$ cat config.mk
export PLATFORM = sky130hd
export DESIGN_NAME = educ8_timing_sequencer
export DESIGN_NICKNAME = d
export VERILOG_FILES = /design/src/rtl/educ8_timing_sequencer.sv
export SDC_FILE = /design/constraint.sdc
export NUM_CORES = 1
export LEC_CHECK = 0
export BUFFER_PORTS_ARGS = -buffer_cell sky130_fd_sc_hd__buf_2
export CORE_UTILIZATION = 42
export DETAILED_ROUTE_END_ITERATION = 16
export GPL_ROUTABILITY_DRIVEN = 0
export PLACE_DENSITY = 0.78
export RECOVER_POWER = 50
export SETUP_SLACK_MARGIN = 0.05
export SYNTH_ARGS = -nofsm -noshare
export SYNTH_HDL_FRONTEND = slang
export SYNTH_SLANG_ARGS = --single-unit
$ cat constraint.sdc
create_clock -name clk -period 1.6 [get_ports clk]
set_clock_uncertainty 0.15 [all_clocks]
set_input_delay 0.16 -clock clk [delete_from_list [all_inputs] [get_ports clk]]
set_output_delay 0.16 -clock clk [all_outputs]
set_load 0.005 [all_outputs]
$ cat src/rtl/educ8_timing_sequencer.sv
// EDUC-8 major-state / time-state sequencer.
// Generates the one-hot time pulses T0..T(N-1) and the FETCH/DEFER/EXECUTE
// major state, and gates the run state from the front-panel RUN/STOP/STEP
// pulses. A stop request is held pending until the next instruction
// boundary, so a cycle is never cut short.
// Optional feature macro: TIMING_BREAK_EN adds break_req/break_ack and the
// BREAK major state (11).
module educ8_timing_sequencer #(
  parameter int NUM_TSTATES = 8,
  parameter int TSW         = 4
) (
  input  logic                   clk,
  input  logic                   nclr,
  input  logic                   run_req,
  input  logic                   stop_req,
  input  logic                   step_req,
  input  logic                   halt,
  input  logic                   need_defer,
  input  logic                   need_exec,
`ifdef TIMING_BREAK_EN
  input  logic                   break_req,
  output logic                   break_ack,
`endif
  output logic [TSW-1:0]         tcount,
  output logic [NUM_TSTATES-1:0] tstate,
  output logic [1:0]             major,
  output logic                   running,
  output logic                   cycle_end,
  output logic                   instr_done
);

  typedef enum logic [1:0] {
    MODE_IDLE = 2'b00,
    MODE_RUN  = 2'b01,
    MODE_STEP = 2'b10
  } mode_t;

  typedef enum logic [1:0] {
    MAJ_FETCH = 2'b00,
    MAJ_DEFER = 2'b01,
    MAJ_EXEC  = 2'b10,
    MAJ_BREAK = 2'b11
  } major_t;

  localparam logic [TSW-1:0] LAST_T = TSW'(NUM_TSTATES - 1);

  mode_t          mode, mode_nxt;
  major_t         major_q, major_nxt;
  major_t         seq_major;
  logic [TSW-1:0] tcount_q, tcount_nxt;
  logic           stop_pend, stop_pend_nxt;
  logic           boundary;
  logic           stop_now;

  assign running   = (mode != MODE_IDLE);
  assign tcount    = tcount_q;
  assign major     = major_q;
  assign cycle_end = running && (tcount_q == LAST_T);

  // Major state the instruction flow would take next, ignoring breaks.
  always_comb begin
    seq_major = MAJ_FETCH;
    case (major_q)
      MAJ_FETCH: begin
        if (need_defer)     seq_major = MAJ_DEFER;
        else if (need_exec) seq_major = MAJ_EXEC;
        else                seq_major = MAJ_FETCH;
      end
      MAJ_DEFER: seq_major = need_exec ? MAJ_EXEC : MAJ_FETCH;
      default:   seq_major = MAJ_FETCH;
    endcase
  end

`ifdef TIMING_BREAK_EN
  // Instruction boundary excludes BREAK cycles; stop is checked at the end
  // of a BREAK cycle, or at instr_done when no break is being entered.
  always_comb begin
    instr_done = cycle_end && (seq_major == MAJ_FETCH) && (major_q != MAJ_BREAK);
    boundary   = (instr_done && !break_req) ||
                 (cycle_end && (major_q == MAJ_BREAK));
    break_ack  = running && (major_q == MAJ_BREAK);
  end
`else
  // Instruction boundary: last time state of a cycle heading back to FETCH.
  always_comb begin
    instr_done = cycle_end && (seq_major == MAJ_FETCH);
    boundary   = instr_done;
  end
`endif

  // A stop request arriving on the boundary clock counts immediately.
  assign stop_now = boundary &&
                    (stop_pend || stop_req || halt || (mode == MODE_STEP));

  // One-hot time pulse; all zero while idle.
  always_comb begin
    tstate = '0;
    for (int i = 0; i < NUM_TSTATES; i++) begin
      if (running && (tcount_q == TSW'(i))) tstate[i] = 1'b1;
    end
  end

  // Next-state logic for mode, time count, major state and pending stop.
  always_comb begin
    mode_nxt      = mode;
    major_nxt     = major_q;
    tcount_nxt    = tcount_q;
    stop_pend_nxt = stop_pend;
    case (mode)
      MODE_IDLE: begin
        tcount_nxt    = '0;
        major_nxt     = MAJ_FETCH;
        stop_pend_nxt = 1'b0;
        if (!stop_req) begin
          if (run_req)       mode_nxt = MODE_RUN;
          else if (step_req) mode_nxt = MODE_STEP;
        end
      end
      MODE_RUN, MODE_STEP: begin
        if (stop_now) begin
          mode_nxt      = MODE_IDLE;
          tcount_nxt    = '0;
          major_nxt     = MAJ_FETCH;
          stop_pend_nxt = 1'b0;
        end else begin
          stop_pend_nxt = stop_pend || stop_req;
          if (cycle_end) begin
            tcount_nxt = '0;
`ifdef TIMING_BREAK_EN
            if ((instr_done || (major_q == MAJ_BREAK)) && break_req)
              major_nxt = MAJ_BREAK;
            else
              major_nxt = seq_major;
`else
            major_nxt = seq_major;
`endif
          end else begin
            tcount_nxt = tcount_q + TSW'(1);
          end
        end
      end
      default: begin
        mode_nxt      = MODE_IDLE;
        tcount_nxt    = '0;
        major_nxt     = MAJ_FETCH;
        stop_pend_nxt = 1'b0;
      end
    endcase
  end

  // State registers with asynchronous clear.
  always_ff @(posedge clk or negedge nclr) begin
    if (!nclr) begin
      mode      <= MODE_IDLE;
      major_q   <= MAJ_FETCH;
      tcount_q  <= '0;
      stop_pend <= 1'b0;
    end else begin
      mode      <= mode_nxt;
      major_q   <= major_nxt;
      tcount_q  <= tcount_nxt;
      stop_pend <= stop_pend_nxt;
    end
  end

endmodule

# ---- Word-level counts from Yosys, hierarchy flattened
# Index checks and enable logic that the tools add are counted.
dict set report word_totals {
  register_bits 9
  in_bits 8
  out_inout_bits 17
  wordCells 63
}
dict set report classes {
  add_sub_neg 1
  n_eq_ne 14
  n_mux 24
  reduce_logical 20
}
# cell n
set op_table {}
lappend op_table {{2-to-1 mux 2 bit} 9}
lappend op_table {{equality test 4 x 3 -> 1 bit (second input constant)} 4}
lappend op_table {{2-to-1 mux 4 bit} 3}
lappend op_table {{logical AND 1 bit} 10}
lappend op_table {{2-to-1 mux 1 bit} 10}
lappend op_table {{equality test 4 x 2 -> 1 bit (second input constant)} 2}
lappend op_table {{case mux 2 bit (2 select lines)} 2}
lappend op_table {{zero test 2 bit} 3}
lappend op_table {{inequality test 3 bit (second input constant)} 2}
lappend op_table {{adder 4 x 1 -> 4 bit (second input constant)} 1}
lappend op_table {{equality test 2 x 1 -> 1 bit (second input constant)} 2}
lappend op_table {{equality test 4 x 1 -> 1 bit (second input constant)} 1}
lappend op_table {{zero test 4 bit} 1}
lappend op_table {{inequality test 2 bit (second input constant)} 2}
lappend op_table {{logical OR 1 bit} 3}
lappend op_table {{AND reduction 3 bit} 1}
lappend op_table {{equality test 2 bit (second input constant)} 1}
lappend op_table {{nonzero test 2 bit} 1}
lappend op_table {{OR reduction 2 bit} 1}

# ---- Depth between registers and ports, before layout
dict set report depth {
  ltp_word 8
  depth_mapped 8
  ltp_nobuf 7
}

# ---- Worst setup path after synthesis
# No wires, ideal clock.
dict set report synth_path {
  kind {register to register}
  start {register mode[0]}
  end {register mode[0]}
  setup_ns 0.101
  arrival_ns 1.541
  required_time_ns 1.349
  path_slack_ns -0.192
  path_stages_with_launch 9
  n_path_buf 1
  period_less_slack_ns 1.792
  path_cell_list {dfrtp_1 -> inv_1 -> ha_1 -> buf_6 -> nand4bb_4 -> clkinv_2 -> o41ai_2 -> o21a_1 -> o311ai_2}
}
dict set report synth_via {
  elab_chain_len 6
  word_cells_on_any_way 14
  classes_between {eq/ne: 5; mux: 1; reduce/logical: 8}
}
# item line
set synth_lines {}
lappend synth_lines {{start: declaration} 47} ;# mode_t mode, mode_nxt;
lappend synth_lines {{start signal: assignment} 159} ;# mode <= mode_nxt;
lappend synth_lines {{nonzero test 2 bit} 55} ;# assign running = (mode != MODE_IDLE);
lappend synth_lines {{logical AND 1 bit} 58} ;# assign cycle_end = running && (tcount_q == LAST_T);
lappend synth_lines {{via cycle_end} 28} ;# output logic cycle_end,
lappend synth_lines {{logical AND 1 bit} 86} ;# instr_done = cycle_end && (seq_major == MAJ_FETCH);
lappend synth_lines {{logical AND 1 bit} 92} ;# assign stop_now = boundary &&
lappend synth_lines {{inequality test 2 bit (no source line)} n/a}
lappend synth_lines {{AND reduction 3 bit (no source line)} n/a}
# The timed path passes the listed nets, and every way through them passes these cells.
# A chain may end at the register's enable or synchronous reset.

# ---- Worst setup path in the final report
dict set report layout_path {
  start {register mode[0]}
  end {output port instr_done}
}
dict set report layout_via {
  elab_chain_len 3
}
# item line
set layout_lines {}
lappend layout_lines {{nonzero test 2 bit} 55}
lappend layout_lines {{logical AND 1 bit} 58}
lappend layout_lines {{logical AND 1 bit} 86}
lappend layout_lines {{end: declaration} 29} ;# output logic instr_done
# No other way between the ends.

==> out/metrics.yaml <==
routing:
  met1_length_um: 977
  vias: 724
  topRoutingLayerUsed: "met4"
  via_per_inst: 5.656
  first_pass_iters: 4
  wl_per_cell_um: 18.98
  wl_met3_um: 135
  drt_iter0_markers: 15
  drt-total-wl_mm: 2.429
  drc: 0
  wl_met2_mm: 1.191
  final_antenna_net_count: 0
worst_hold_path:
  hp-class: "input port to flip-flop"
  min_from: "stop_req"
  whs_path_depth: 3
  hold_end: "stop_pend"
outcome:
  outcome: "finished, violations left"
  violations: "negative setup slack"
clocking:
  path_clk_slew_ns: 0.08
  clk_path_buf_depth: 2
  numClockSinks: 9
  cts_buffers: 3
  htree_levels: 1
  clockRootBuffer: "clkbuf_4"
  clk_latency_ns: 0.29
  cts_tree: "done"
worst_setup_path:
  startpoint_type: "flip-flop"
  r2r-start: "mode[0]"
  reg2reg_depth: 8
  worstPathRequired_ns: 1.29
  critPathCaptureType: "primary output"
  arrival_ns: 1.52
  critPathKind: "flip-flop to primary output"
  crit_fanout: 4
  rr_endpoint: "major[0]"
  r2r_slack_ns: -0.16
layout:
  seq_area_um2: 225.2
  multiInputGateArea_um2: 544.3
  stdcell_area_mm2: 0.001180
  fillers: 65
  layout-drive-gt1-share_pct: 66.37
  syn_to_final_growth_pct: 83.46
  nets: 128
  insertedDiodeCount: 0
power_and_ir_drop:
  p_per_area_mw_per_mm2: 1422
  peakVddDrop_mv: 1.014
  power_leakage_nw: 0.5346
  p_total_mw: 1.678
grt:
  grt_pass1_vias: 632
  grt-ovfl-total: 0
  grt_pass1_wl_mm: 2.932
  antenna_found_initial: 0
  grt_max_degree: 10
  grt_usage_pct: 28.49
yosys:
  yosysWarnings: 0
  synth-seq-cells: 9
  synth_edf_count: 0
  seq_area_frac_synth_pct: 35.02
  synth_top_area_share_pct: 35.02
  synth.most_common_cell: "dfrtp_1"
  synth_area_leader_cell: "dfrtp_1"
  synthFlopType: "dfrtp_1"
  async_reset_ff_share_pct: 100.0
  syn_avg_cell_area_um2: 9.458
  synthDistinctLibCells: 27
  synth_area_um2: 643.1
  synth_top_cells_by_count: "dfrtp_1 (9), nor2_1 (8), ha_1 (6), inv_1 (6), nand2b_1 (5)"
  synth_area_leaders: "dfrtp_1 (35%), ha_1 (12%), nand2b_1 (4.9%)"
  syn_nets: 82
  postSynthCellCount: 68
placement:
  post_dp_cell_area_um2: 867.1
  dp_slack_ns: -0.1004
  hpwl_mm: 1.245
  portBuffers: 24
floorplanning:
  die_area_mm2: 0.001692
  die_w_um: 41.13
  rows: 13
  ios: 25
  initial_utilization_pct: 47.07
  core_area_mm2: 0.001366
  die_y_um: 41.13
sta:
  finalSetupViolations: 18
  fmax_mhz: 545.5
  hold_violations: 0
  fin_crit_sh_pct: 114.6
  maxSlewViolCount: 0
  rsz0062_at_grt: "yes"
  setup_ws_ns: -0.2333
  tightest_slew_ns: 0.5486
  period_needed_ns: 1.833
  relSlewSlack_pct: 63.43
run:
  max_cap_violations: 0
## placed cells by master (no fill, tap or decap), drive strengths merged, types with 2 or more instances in the layout
master and instances:
o21ai 2, and2 2, nand2 3, nor2 8, nor3 3, nand3 4, ha 6, nand2b 5
dfrtp 9, inv 6, buf 42, o211ai 3, a21oi 2, nor4b 2, clkbuf 5
## critical path, stage by stage (launching register included)
cell and delay [ns]:
dfrtp_1 0.38, inv_2 0.07, ha_4 0.17, nand4bb_4 0.26, buf_6 0.16, nor2_4 0.07
buf_2 0.13
## area by class of cell
type	instances	area share [%]
multi-input combinational	49	46.13
timing repair buffer	44	27.89
sequential	9	19.09
inverter	7	3.075
clock buffer	4	2.227
tap	15	1.591
## kinds of logic (layout without fill, tap and decap cells)
family / after synthesis / after routing / share of synthesized area, %
compound gates: 10 / 10 / 12.84
simple gates: 31 / 31 / 29.77
xor+xnor: 2 / 2 / 2.724
flops: 9 / 9 / 35.02
fa+ha+maj: 6 / 6 / 11.67
buf+inv: 10 / 55 / 7.975
## power breakdown
group | total (mW) | leakage, nW | switching (mW) | internal (mW)
registers | 0.320 | 0.121 | 0.0420 | 0.278
logic | 1.16 | 0.399 | 0.564 | 0.598
clock network | 0.195 | 0.0150 | 0.0981 | 0.0966
total | 1.68 | 0.535 | 0.704 | 0.973
## flip-flops by register name, summed over array words and instances, names as in the netlist
register   cells
stop_pend      1
mode           2
major          2
tcount         4
## stage by stage
stage | utilization [%] | std cells | TNS, ns | hold slack, ns
final | 86.36 | 128 | -2.689 | 0.03876
after global placement | 63.46 | 116 | -0.01434 | -0.1286
after global routing | 86.36 | 128 | -3.360 | 0.06223
after floorplan | - | 68 | -0.4977 | -0.2856
after CTS | 79.03 | 126 | -0.9307 | 0.02684
after detailed placement | 63.46 | 116 | -0.2706 | -0.1247
## layer usage
layer / up-vias / GRT usage, %
li1: 324 / -
met1: 359 / 32.00
met2: 29 / 48.44
met3: 12 / 9.239
met4: 0 / 12.90
met5: - / 0
## how the worst max path moves through the flow
| stage | startpoint | end | cells after the start |
|---|---|---|---|
| final | mode[0] | instr_done | 6 |
| after global routing | mode[0] | instr_done | 6 |
| after CTS | mode[0] | instr_done | 6 |
| after detailed placement | mode[0] | mode[0] | 7 |
| after global placement | mode[0] | mode[0] | 7 |
| after floorplan | mode[0] | mode[0] | 8 |
## repair_timing
action,CTS,global route
hold endpoints to repair,9,0
setup endpoints to repair,18,20
hold buffers,1,0
setup buffers,5,2
pin swaps,9,5
resized for setup,30,18
Power figures use the tool's default switching activity.
